==> config.mk <==
export PLATFORM = sky130hd
export DESIGN_NAME = shtp_spi_framer
export DESIGN_NICKNAME = d
export VERILOG_FILES = /design/src/rtl/shtp_spi_framer.sv
export SDC_FILE = /design/constraint.sdc
export NUM_CORES = 1
export LEC_CHECK = 0
export BUFFER_PORTS_ARGS = -buffer_cell sky130_fd_sc_hd__buf_2
export CAP_MARGIN = 20
export CORE_MARGIN = 2
export CORE_UTILIZATION = 60
export DETAILED_ROUTE_END_ITERATION = 10
export GPL_TIMING_DRIVEN = 0
export HOLD_SLACK_MARGIN = 0.02
export PLACE_DENSITY = 0.8
export SYNTH_ARGS = -nofsm -noshare
export SYNTH_HDL_FRONTEND = slang
export SYNTH_SLANG_ARGS = --single-unit
==> constraint.sdc <==
create_clock -name clk -period 7.2 [get_ports clk]
set_clock_uncertainty 0.15 [all_clocks]
set_input_delay 0.72 -clock clk [delete_from_list [all_inputs] [get_ports clk]]
set_output_delay 0.72 -clock clk [all_outputs]
set_load 0.02 [all_outputs]
==> src/rtl/shtp_spi_framer.sv <==
// SHTP packet framer for the BNO085, sitting above a byte-level SPI master.
// Define SHTP_SEQ_CHECK_EN to add seq_err and per-channel rx sequence tracking.
module shtp_spi_framer #(
  parameter int CS_SETUP_CYC = 8,
  parameter int CS_HOLD_CYC  = 16,
  parameter int MAX_PAYLOAD  = 256,
  parameter int LEN_W        = $clog2(MAX_PAYLOAD + 1)
) (
  input  logic             clk,
  input  logic             rst,
  input  logic             int_n,
  output logic             cs_n,
  output logic             spi_start,
  output logic             spi_tx_valid,
  output logic [7:0]       spi_tx_data,
  input  logic             spi_tx_ready,
  input  logic             spi_rx_valid,
  input  logic [7:0]       spi_rx_data,
  input  logic             spi_busy,
  input  logic             cmd_valid,
  output logic             cmd_ready,
  input  logic [2:0]       cmd_channel,
  input  logic [LEN_W-1:0] cmd_len,
  input  logic             cmd_byte_valid,
  input  logic [7:0]       cmd_byte,
  output logic             cmd_byte_ready,
  output logic             hdr_valid,
  output logic [7:0]       hdr_channel,
  output logic [7:0]       hdr_seq,
  output logic [14:0]      hdr_len,
  output logic             hdr_cont,
  output logic             rx_valid,
  output logic [7:0]       rx_data,
  output logic             rx_last,
  input  logic             rx_ready,
`ifdef SHTP_SEQ_CHECK_EN
  output logic             seq_err,
`endif
  output logic             busy
);

  typedef enum logic [2:0] {
    IDLE, CS_SETUP, HDR, PAYLOAD, CS_HOLD
  } state_t;

  state_t state, state_nx;

  logic [15:0]      cnt;
  logic [LEN_W-1:0] idx;
  logic [LEN_W-1:0] tx_len;
  logic [LEN_W-1:0] rx_pay;
  logic [LEN_W-1:0] n_tot;
  logic [LEN_W-1:0] rx_pay_c;
  logic [LEN_W-1:0] n_c;
  logic [2:0]       tx_ch;
  logic [7:0]       seq_q [8];
  logic [7:0]       ch_q;
  logic [15:0]      len_q;
  logic             outst;
  logic             done;
  logic             issue;
  logic             need_cmd;
  logic             hdr_tx;
  logic             hdr_last;
  logic             pay_last;
  logic [14:0]      tot;
  logic [14:0]      lf;
  logic [14:0]      lm4;
  logic [7:0]       tx_byte;

  // Payload length the sensor announced, clamped; 0x7FFF means not ready.
  always_comb begin
    lf       = len_q[14:0];
    lm4      = lf - 15'd4;
    rx_pay_c = '0;
    if (lf >= 15'd4 && lf != 15'h7fff) begin
      if (lm4 > 15'(MAX_PAYLOAD))
        rx_pay_c = LEN_W'(MAX_PAYLOAD);
      else
        rx_pay_c = LEN_W'(lm4);
    end
    n_c = (rx_pay_c > tx_len) ? rx_pay_c : tx_len;
  end

  assign need_cmd = (state == PAYLOAD) && (idx < tx_len);
  assign hdr_tx   = (state == HDR) && (tx_len != '0);
  assign done     = outst && spi_rx_valid;
  assign hdr_last = (state == HDR) && done && (idx == LEN_W'(3));
  assign pay_last = (state == PAYLOAD) && done
                  && (idx == n_tot - 1'b1);

  assign issue = (state == HDR || state == PAYLOAD)
               && spi_tx_ready && !spi_busy
               && !outst && !rx_valid
               && (!need_cmd || cmd_byte_valid);

  assign tot = 15'(tx_len) + 15'd4;

  always_comb begin
    tx_byte = 8'h00;
    unique case (1'b1)
      hdr_tx: begin
        unique case (idx[1:0])
          2'd0:    tx_byte = tot[7:0];
          2'd1:    tx_byte = {1'b0, tot[14:8]};
          2'd2:    tx_byte = {5'b0, tx_ch};
          default: tx_byte = seq_q[tx_ch];
        endcase
      end
      need_cmd: tx_byte = cmd_byte;
      default:  tx_byte = 8'h00;
    endcase
  end

  assign spi_start      = issue;
  assign spi_tx_valid   = issue;
  assign spi_tx_data    = issue ? tx_byte : 8'h00;
  assign cmd_byte_ready = issue && need_cmd;
  assign cmd_ready      = (state == IDLE) && cmd_valid;
  assign cs_n           = (state == IDLE) || (state == CS_HOLD);
  assign busy           = (state != IDLE);

  always_comb begin
    state_nx = state;
    unique case (state)
      IDLE:
        if (cmd_valid || !int_n) state_nx = CS_SETUP;
      CS_SETUP:
        if (cnt == 16'(CS_SETUP_CYC - 1)) state_nx = HDR;
      HDR:
        if (hdr_last)
          state_nx = (n_c == '0) ? CS_HOLD : PAYLOAD;
      PAYLOAD:
        if (pay_last) state_nx = CS_HOLD;
      CS_HOLD:
        if (cnt == 16'(CS_HOLD_CYC - 1)) state_nx = IDLE;
      default:
        state_nx = IDLE;
    endcase
  end

  always_ff @(posedge clk or posedge rst) begin
    if (rst) begin
      state <= IDLE;
      cnt   <= '0;
      idx   <= '0;
      outst <= 1'b0;
    end else begin
      state <= state_nx;
      cnt   <= (state_nx != state) ? '0 : cnt + 16'd1;
      if (state_nx != state)
        idx <= '0;
      else if (done)
        idx <= idx + 1'b1;
      if (issue)
        outst <= 1'b1;
      else if (spi_rx_valid)
        outst <= 1'b0;
    end
  end

  always_ff @(posedge clk or posedge rst) begin
    if (rst) begin
      tx_len      <= '0;
      tx_ch       <= '0;
      rx_pay      <= '0;
      n_tot       <= '0;
      ch_q        <= '0;
      len_q       <= '0;
      hdr_valid   <= 1'b0;
      hdr_channel <= '0;
      hdr_seq     <= '0;
      hdr_len     <= '0;
      hdr_cont    <= 1'b0;
      rx_valid    <= 1'b0;
      rx_data     <= '0;
      rx_last     <= 1'b0;
      for (int i = 0; i < 8; i++)
        seq_q[i] <= '0;
    end else begin
      hdr_valid <= 1'b0;
      if (state == IDLE) begin
        tx_len <= cmd_valid ? cmd_len : '0;
        if (cmd_valid)
          tx_ch <= cmd_channel;
      end
      if (state == HDR && done) begin
        unique case (idx[1:0])
          2'd0:    len_q[7:0]  <= spi_rx_data;
          2'd1:    len_q[15:8] <= spi_rx_data;
          2'd2:    ch_q        <= spi_rx_data;
          default: ;
        endcase
      end
      if (hdr_last) begin
        hdr_valid   <= 1'b1;
        hdr_len     <= len_q[14:0];
        hdr_cont    <= len_q[15];
        hdr_channel <= ch_q;
        hdr_seq     <= spi_rx_data;
        rx_pay      <= rx_pay_c;
        n_tot       <= n_c;
        if (tx_len != '0)
          seq_q[tx_ch] <= seq_q[tx_ch] + 8'd1;
      end
      if (rx_valid && rx_ready) begin
        rx_valid <= 1'b0;
        rx_last  <= 1'b0;
      end
      // No byte is issued while rx_valid is set, so set/clear never collide.
      if (state == PAYLOAD && done && idx < rx_pay) begin
        rx_valid <= 1'b1;
        rx_data  <= spi_rx_data;
        rx_last  <= (idx == rx_pay - 1'b1);
      end
    end
  end

`ifdef SHTP_SEQ_CHECK_EN
  logic [7:0] exp_q [8];

  always_ff @(posedge clk or posedge rst) begin
    if (rst) begin
      seq_err <= 1'b0;
      for (int i = 0; i < 8; i++)
        exp_q[i] <= '0;
    end else begin
      seq_err <= 1'b0;
      if (hdr_last) begin
        seq_err <= (rx_pay_c != '0)
                && (spi_rx_data != exp_q[ch_q[2:0]]);
        exp_q[ch_q[2:0]] <= spi_rx_data + 8'd1;
      end
    end
  end
`endif

endmodule
Yosys cells after proc, flatten, opt, wreduce, memory -nomap -nowiden
Index checks and enable logic that the tools add are counted.
W data, S select, Z words.
Word-level totals
  input bits: 37
  flip-flop bits (word level): 190
  word-level logic and storage cells: 124
  output and inout bits: 57
Operators by class
  bitwise operators: 1
  $lt $le $gt $ge: 7
  add/sub/neg operators: 7
  muxes and demuxes: 29
  eq/ne operators: 13
  reductions and logical operators: 40
Operators by type and width (number)
  $bwmux W64: 1
  $mux W9: 6
  $mux W8: 4
  $bmux W8 S3: 1
  $demux W8 S3: 1
  $pmux W8 S3: 1
  $eq A9 B9 Y1: 2
  $logic_and A1 B1 Y1: 18
  $lt A9 B9 Y1: 2
  $mux W3: 6
  $sub A9 B1 Y9 const B: 2
  $add A16 B1 Y16 const B: 1
  $eq A16 B3 Y1 const B: 1
  $eq A16 B4 Y1 const B: 1
  $mux W16: 1
  $pmux W8 S2: 1
  $ge A15 B3 Y1 const B: 1
  $gt A15 B9 Y1 const B: 1
  $ne A15 B15 Y1 const B: 1
  $pmux W3 S5: 1
  $sub A15 B3 Y15 const B: 1
  $add A9 B3 Y10 const B: 1
  $reduce_and A2 Y1: 5
  $add A9 B1 Y9 const B: 1
  21 further kinds: 36

Longest topological paths before layout
Gate-level depths: netlist of run 1.
  depth in word-level cells: 12
  mapped depth: 18
  gate-level depth less buffers: 17

Worst setup path after synthesis of run 1
OpenSTA, ideal clock, no wires.
  path type: register to register
  start point: register len_q[2]
  end point: register state[1]
  slack: 3404 ps
  buffers on the path: 1
  cell stages (with the launch flop): 16
  required time: 6977 ps
  period minus slack after synthesis: 3796 ps
  data arrival time: 3572 ps
  path through: dfrtp_1 inv_1 ha_1 buf_4 or3b_2 a2bb2oi_1 o311ai_0 a21oi_1 ha_1 a211oi_1 o21ai_0 o21ai_0 a21bo_2 and4_4 or3_1 a21oi_2
Between the ends
  word-level cells in the longest chain between the ends: 10
  elaborated cells between the ends (all ways): 13
  classes of those cells: add/sub: 1; order compare: 3; eq/ne: 1; mux: 6; reduce/logical: 2
Ends and longest elaborated chain
  start: declaration: line 58  | logic [15:0] len_q;
  start signal: assignment: line 189  | 2'd0: len_q[7:0] <= spi_rx_data;
  $sub A15 B3 Y15: line 74  | lm4 = lf - 15'd4;
  $gt A15 B9 Y1: line 77  | if (lm4 > 15'(MAX_PAYLOAD))
  $mux W9: line 77
  $mux W9 (*): line 76  | if (lf >= 15'd4 && lf != 15'h7fff) begin
  named net rx_pay_c[8]: line 53  | logic [LEN_W-1:0] rx_pay_c;
  $gt A9 B9 Y1: line 82  | n_c = (rx_pay_c > tx_len) ? rx_pay_c : tx_len;
  $mux W9 (*): line 82
  $logic_not A9 Y1 (*): line 132  | state_nx = (n_c == '0) ? CS_HOLD : PAYLOAD;
  $mux W3 (*): line 132
  $mux W3 (*): line 131  | if (hdr_last)
  $pmux W3 S5 (*): line 125  | unique case (state)
  named net state_nx[1]: line 46  | state_t state, state_nx;
  end signal: assignment: line 149  | state <= state_nx;
  end: declaration: line 46
The timed path passes the listed nets; every way through them passes the cells marked *.
A chain may end at the register's enable or synchronous reset.

Final worst setup path of run 1
  start point: register len_q[2]
  end point: register n_tot[2]
Between the ends
  word-level cells in the longest chain between the ends: 6
  elaborated cells between the ends (all ways): 9
  classes of those cells: add/sub: 1; order compare: 3; eq/ne: 1; mux: 3; reduce/logical: 1
Ends and longest elaborated chain
  $sub A15 B3 Y15: line 74
  $gt A15 B9 Y1: line 77
  $mux W9: line 77
  $mux W9 (*): line 76
  named net rx_pay_c[8]: line 53
  $gt A9 B9 Y1 (*): line 82
  $mux W9 (*): line 82
  end signal: assignment: line 202  | n_tot <= n_c;
  end: declaration: line 52  | logic [LEN_W-1:0] n_tot;
Marks and branches as above.

==> metrics, run 1 <==
status=finished, final reports clean; Crit path arrival time=4.63 ns; final worst slack=between 2 and 3 ns; Num CTS Buffers=17; Finished Cell Area=0.0116 mm2; antenna fix cells=0; vias per inst=just under 6; final setup violation count=0; syn nets=1,071; # rows=47; H-tree depth=4; Final Cycle Share=0.623; Yosys cell types=74; CTS sink count=between 150 and 200; Max Root-Sink Buffers=2; Initial DRC Count=between 700 and 800; CP startpoint=len_q[2]; commonest non-fill, non-tap cell in the layout=dfrtp_1; drt pass-1 iters=6; clock latency on the worst-skew pair=around 0.44 ns; area grow syn2layout=13.8%; GP Congestion=0.979; asr flop ratio synth=1.00; crit end category=register; Fin. Hold Viols=0; WL final=25,600 um; setup repair after global routing missed its margin=no; TritonCTS clock tree=done; Post-DP HPWL=18,300 um; Setup TNS=0 ns; pwr dens=306 mW/mm2; path category of the worst min-delay check=primary input to async pin; VDD IR max=0.000228 V; Setup CP Type=register to register; Synth Instances=995; achievable frequency=223 MHz; post-CTS sizing=0; Avg Inst Size Synth=between 10 and 15 um2; DRC viols=0; largest net degree at the start of global routing=approximately 110; Top Ports=94; initial antenna violation count=2; Seq/Total Area, Yosys=0.468; synth warn=0; Die W=134 um; die area=between 0.015 and 0.02 mm2; Pleak=around 5.8 nW; Layout fillers=1,246; fraction of layout cells with a size suffix above 1=0.233; Post-layout nets=around 1,200; Starting Density=0.612; Clock transition at path regs=0.08 ns; first-pass GRT wire length=41,800 um; setup bufs post-CTS=0; grt total ovfl=0; Routed Antenna Nets=0; Post-synth EDFFs=0; #FFs+latches synth=190; root buf cell=clkbuf_16; Slew @ Worst Pin=1.05 ns; worst endpoint required time=7.35 ns; Worst Setup Start Kind=register; GRT Total Usage=0.298; IO buf count=92; vias in the first global route=between 7,000 and 8,000; post-layout min period=between 4 and 5 ns; worst r2r src=len_q[2]; CP Max Fanout=10; top_reg_cell synth=dfrtp_1; synthesized area=approximately 0.01 mm2; Die H=134 um; DR WL/cell=19.1 um; hold_buf cts=0; commonest cells after routing, fill and taps aside=190 x dfrtp_1, 165 x nand2_1, 97 x buf_2; detailed-route via count=7,976; area post-placement=between 0.01 and 0.015 mm2; Slew Limit Fails=0; post-place setup slack=2.80 ns; Max Cap Viol=0; core area=0.0166 mm2; Worst slew margin=0.297
==> final timing paths <==
check | cells after the start | slack (ns) | to
max | 14 | 2.71 | n_tot[2]
max in group asynchronous | 3 | 5.75 | idx[4]
max reg2reg | 14 | 2.71 | n_tot[2]
min reg2reg | 1 | 0.31 | cnt[0]
min in group clk | 1 | 0.31 | cnt[0]
min | 2 | 0.27 | ch_q[3]
==> critical path: stages (launching register included) <==
cell       delay (ns)
dfrtp_1          0.51
inv_1            0.13
ha_1             0.15
buf_4            0.16
or3b_2           0.51
a2bb2oi_1        0.17
o311ai_0         0.14
a21oi_1          0.42
ha_1             0.35
a211oi_1         0.27
o21ai_0          0.11
o21ai_0          0.41
clkbuf_1         0.48
mux2i_1          0.29
o21ai_0          0.10
==> state kept, by name, indices dropped and copies added (netlist names), 3 cells and up <==
register and cells:
ch_q 8, cnt 16, rx_pay 9, idx 9, tx_len 9, state 3, rx_data 8, seq_q 64
hdr_channel 8, len_q 16, hdr_seq 8, n_tot 9, hdr_len 15, tx_ch 3
==> final cells by class <==
cell class | instances | area (um2) | share of cell area
buffer | 46 | 223 | 0.0193
timing repair buffer | 94 | 495 | 0.0429
clock buffer | 18 | 439 | 0.0380
sequential | 190 | 4750 | 0.412
clock inverter | 14 | 185 | 0.0160
tap | 220 | 275 | 0.0238
inverter | 39 | 159 | 0.0138
multi-input combinational | 720 | 5020 | 0.435
==> stage by stage <==
| stage | total power (W) | instances | utilization | hold slack [ns] |
|---|---|---|---|---|
| finish | 0.00354 | 1341 | 0.697 | 0.266 |
| floorplan | 0.00219 | 995 | - | 0.275 |
| detailed placement | 0.00254 | 1308 | 0.659 | 0.297 |
| global route | 0.00373 | 1341 | 0.697 | 0.323 |
| CTS | 0.00353 | 1340 | 0.696 | 0.295 |
| global placement | 0.00251 | 1307 | 0.656 | 0.293 |
==> per-layer routing <==
layer,global-route usage,part of all wire,vias up,wire [um]
met5,0,0,-,0
met4,0.0982,0.025,0,639
met3,0.0676,0.076,56,1940
met2,0.469,0.46,332,11800
met1,0.414,0.44,3880,11200
li1,-,-,3708,-
==> cell families after synthesis <==
| family | after synthesis | share of synthesized area |
|---|---|---|
| compound gates | 145 | 0.0980 |
| xor+xnor | 62 | 0.0535 |
| fa+ha+maj | 39 | 0.0481 |
| buf+inv | 85 | 0.0369 |
| flops | 190 | 0.468 |
| mux | 115 | 0.130 |
| simple gates | 359 | 0.165 |
==> Yosys cell counts (3+ instances only) <==
cell      instances  share of area
mux4_2            4         0.0089
nor2_1           68          0.025
buf_2             5         0.0025
nand4_1          12         0.0074
ha_1             39          0.048
o41ai_1           3         0.0026
nand3_1          31          0.015
a21o_1            5         0.0037
o211ai_1          3         0.0022
and2_1            4         0.0025
or4_1             4         0.0030
nor4_1           13         0.0080
dfrtp_1         190           0.47
o22ai_1           6         0.0037
a22oi_1           7         0.0052
o21ai_0          46          0.023
buf_4             4         0.0030
mux2i_1          15          0.015
and3_1            9         0.0055
a211oi_1          3         0.0022
mux2_2           96           0.11
buf_1             4         0.0015
xnor2_1          38          0.033
inv_1            38          0.014
nand2b_1          6         0.0037
a22o_1            7         0.0060
nor2b_1          11         0.0068
nor3b_1           4         0.0030
xor2_1           24          0.021
a221oi_1         10         0.0086
o31ai_1           3         0.0022
nor3_1           12         0.0059
a21oi_1          23          0.011
or2_2             3         0.0018
nand2_1         165          0.061
clkbuf_1         29          0.011
o21a_1            4         0.0030
==> where the power goes <==
group	leakage, nW	switching [W]	internal [W]
sequential	2.58	0.0000926	0.00115
clock	0.301	0.000463	0.000513
combinational	2.89	0.000821	0.000501
total	5.77	0.00138	0.00216
No activity file was read; power rests on OpenSTA's default activity.
==> inputs of run 2 (changes only) <==
- ABC_AREA: default -> 1
- CORE_UTILIZATION: 60 -> 54
- PLACE_DENSITY: 0.8 -> 0.77
- clock period: 7.2 -> 4 ns (I/O delays scaled with it)
==> metrics, run 2 <==
status=complete, but fails checks; violated checks=negative setup slack; achievable frequency=248 MHz; Starting Density=0.552; Initial DRC Count=667; IO buf count=93; first-pass GRT wire length=around 43,000 um; Post-layout nets=1,453; critical path cell sequence=inv_2 -> ha_4 -> nand4_1 -> xor2_2 -> nand2_4 -> nand3_2 -> inv_1 -> ha_4 -> nand4_1 -> or3_1 -> nand2_2 -> buf_6 -> nand2_2 -> nand2_2 -> nand2_2 -> nor2_2 -> nand3_2 -> buf_4 -> nand3_1 -> nand2_1 -> nand3_4 -> clkbuf_16 -> nor2_2; pwr dens=510 mW/mm2; Worst slew margin=0.310; drt pass-1 iters=5; Layout fillers=1,459; delay of the slowest critical-path stage=0.44 ns; Seq/Total Area, Yosys=0.478; path category of the worst min-delay check=primary input to register; Slew Limit Fails=0; syn nets=1,312; Yosys top cell by area=dfrtp_1; Reg area=0.00475 mm2; Pleak=5.81 nW; Fin. Hold Viols=0; Setup CP Type=register to register; area fraction of the dominant cell type after synthesis=0.478; top_reg_cell synth=dfrtp_1; initial antenna violation count=0; die area=about 0.02 mm2; detailed-route via count=8,995; post-place setup slack=-0.207 ns; vias in the first global route=8,652; crit end category=register; core area=between 0.015 and 0.02 mm2; # rows=49; Crit path arrival time=4.21 ns; VDD IR max=~0.0004 V; commonest non-fill, non-tap cell in the layout=nand2_1; post-layout min period=4.03 ns; synthesized area=0.00994 mm2; Top Ports=94; Routed Antenna Nets=0; number of flip-flops in the largest register=64; largest net degree at the start of global routing=44; placed insts=1,563; GRT Total Usage=0.277; area grow syn2layout=20.6%; Max Root-Sink Buffers=2; DR WL/cell=roughly 17 um; Post-DP HPWL=19,000 um; grt total ovfl=0; Avg Inst Size Synth=just over 8 um2; asr flop ratio synth=1.00; Max Cap Viol=0; biggest regs=seq_q (64), cnt (16), len_q (16); Synth Instances=about 1,200; fin util=0.665; Die H=roughly 140 um; Power, Total=0.00612 W; Multi-input gate area=0.00486 mm2; Num CTS Buffers=17; CP max-delay cell=dfrtp_1; commonest cells after routing, fill and taps aside=326 x nand2_1, 190 x dfrtp_1, 175 x o21ai_0; CP dominant cell by count=nand2_2; final setup violation count=22; H-tree depth=4; vias per inst=5.56; Yosys cell types=43; Post-synth EDFFs=0; Clock transition at path regs=roughly 0.080 ns; Die W=140 um; synth cell count leaders=352 x nand2_1, 190 x dfrtp_1, 175 x o21ai_0, 126 x inv_1, 81 x nor2_1; worst endpoint required time=4.18 ns; root buf cell=clkbuf_16; DRC viols=0; clock latency on the worst-skew pair=0.44 ns; largest register by flop count=seq_q; CTS sink count=190; GP Congestion=slightly above 0.9; Final Cycle Share=1.01; CP startpoint=len_q[3]; WL final=26,900 um; TritonCTS clock tree=done; synth warn=0; Worst Setup Start Kind=register; fraction of layout cells with a size suffix above 1=0.181; hold wc startpoint=cmd_len[6]; CP Max Fanout=8; cell with the most instances after synthesis=nand2_1; Slew @ Worst Pin=1.03 ns; final worst slack=-0.0319 ns; antenna fix cells=0; Setup TNS=-0.399 ns; setup repair after global routing missed its margin=yes; #FFs+latches synth=190; worst r2r src=len_q[3]; Non-Filler Instances=approximately 1,600; ranking of synthesized cells by area=dfrtp_1 48%, nand2_1 13%, o21ai_0 8.8%
run 2: changes by cell type after synthesis, sizes merged, moves of 15 or more:
cell,delta
nand3,+15
nor2,+38
mux2i,-15
o21ai,+130
mux2,-96
nand2,+190
xnor2,-25
inv,+93
run 2: report_power, final:
group | total [W] | internal (W) | switching (W)
sequential | 0.00217 | 0.00202 | 0.000143
combinational | 0.00220 | 0.000847 | 0.00136
clock | 0.00175 | 0.000905 | 0.000845
total | 0.00612 | 0.00378 | 0.00234
run 2: kinds of logic (layout without fill, tap and decap cells):
logic type,after synthesis,in the layout,synth area share
and+or+nand+nor,559,559,0.238
xor gates and xnor gates,46,46,0.0405
buffers and inverters,167,321,0.0652
adders and majority gates,39,39,0.0491
AOI/OAI and AO/OA,235,235,0.129
DFF,190,190,0.478
run 2: worst paths after layout:
path,to,slack [ns],cells after the start
min reg2reg,cnt[0],0.32,1
max in group asynchronous,seq_q[53],2.51,6
max reg2reg,cnt[2],-0.03,23
min,tx_len[6],0.03,3
max,cnt[2],-0.03,23
min in group asynchronous,hdr_len[11],0.27,3
run 2: worst max-delay path, delay by kind of cell, from the launching register on:
kind          cells  cell delay [ns]
flops             1             0.44
simple gates     15             1.88
xor+xnor          1             0.28
fa+ha+maj         2             0.45
buf+inv           5             0.73
run 2: per-layer routing:
| metal | vias to the layer above | wire length, um | track usage |
|---|---|---|---|
| met5 | - | 0 | 0 |
| met4 | 0 | 831 | 0.110 |
| met3 | 62 | 2120 | 0.0678 |
| met2 | 340 | 12300 | 0.427 |
| met1 | 4282 | 11700 | 0.379 |
| li1 | 4311 | - | - |
run 2: through the flow:
step | hold slack [ns] | cell area (um2)
after floorplan | 0.292 | 9950
after global placement | 0.303 | 10700
after detailed placement | 0.179 | 10800
after CTS | 0.0237 | 11500
after global routing | 0.0296 | 12000
final | 0.0315 | 12000
run 2: what timing repair did:
item                                    CTS  global route
cloned                                    0             3
resized for setup                         8            78
pin swaps                                 0            30
endpoints found under the setup margin   25            33
setup buffers                             3            16
hold endpoints to repair                 87             0
hold buffers                              2             0
run 2: final cells by class:
class | instances | share of cell area
sequential | 190 | 0.396
multi-input combinational | 879 | 0.405
inverter | 134 | 0.0427
clock inverter | 15 | 0.0155
buffer | 33 | 0.0141
timing repair buffer | 122 | 0.0665
clock buffer | 17 | 0.0355
tap | 229 | 0.0239
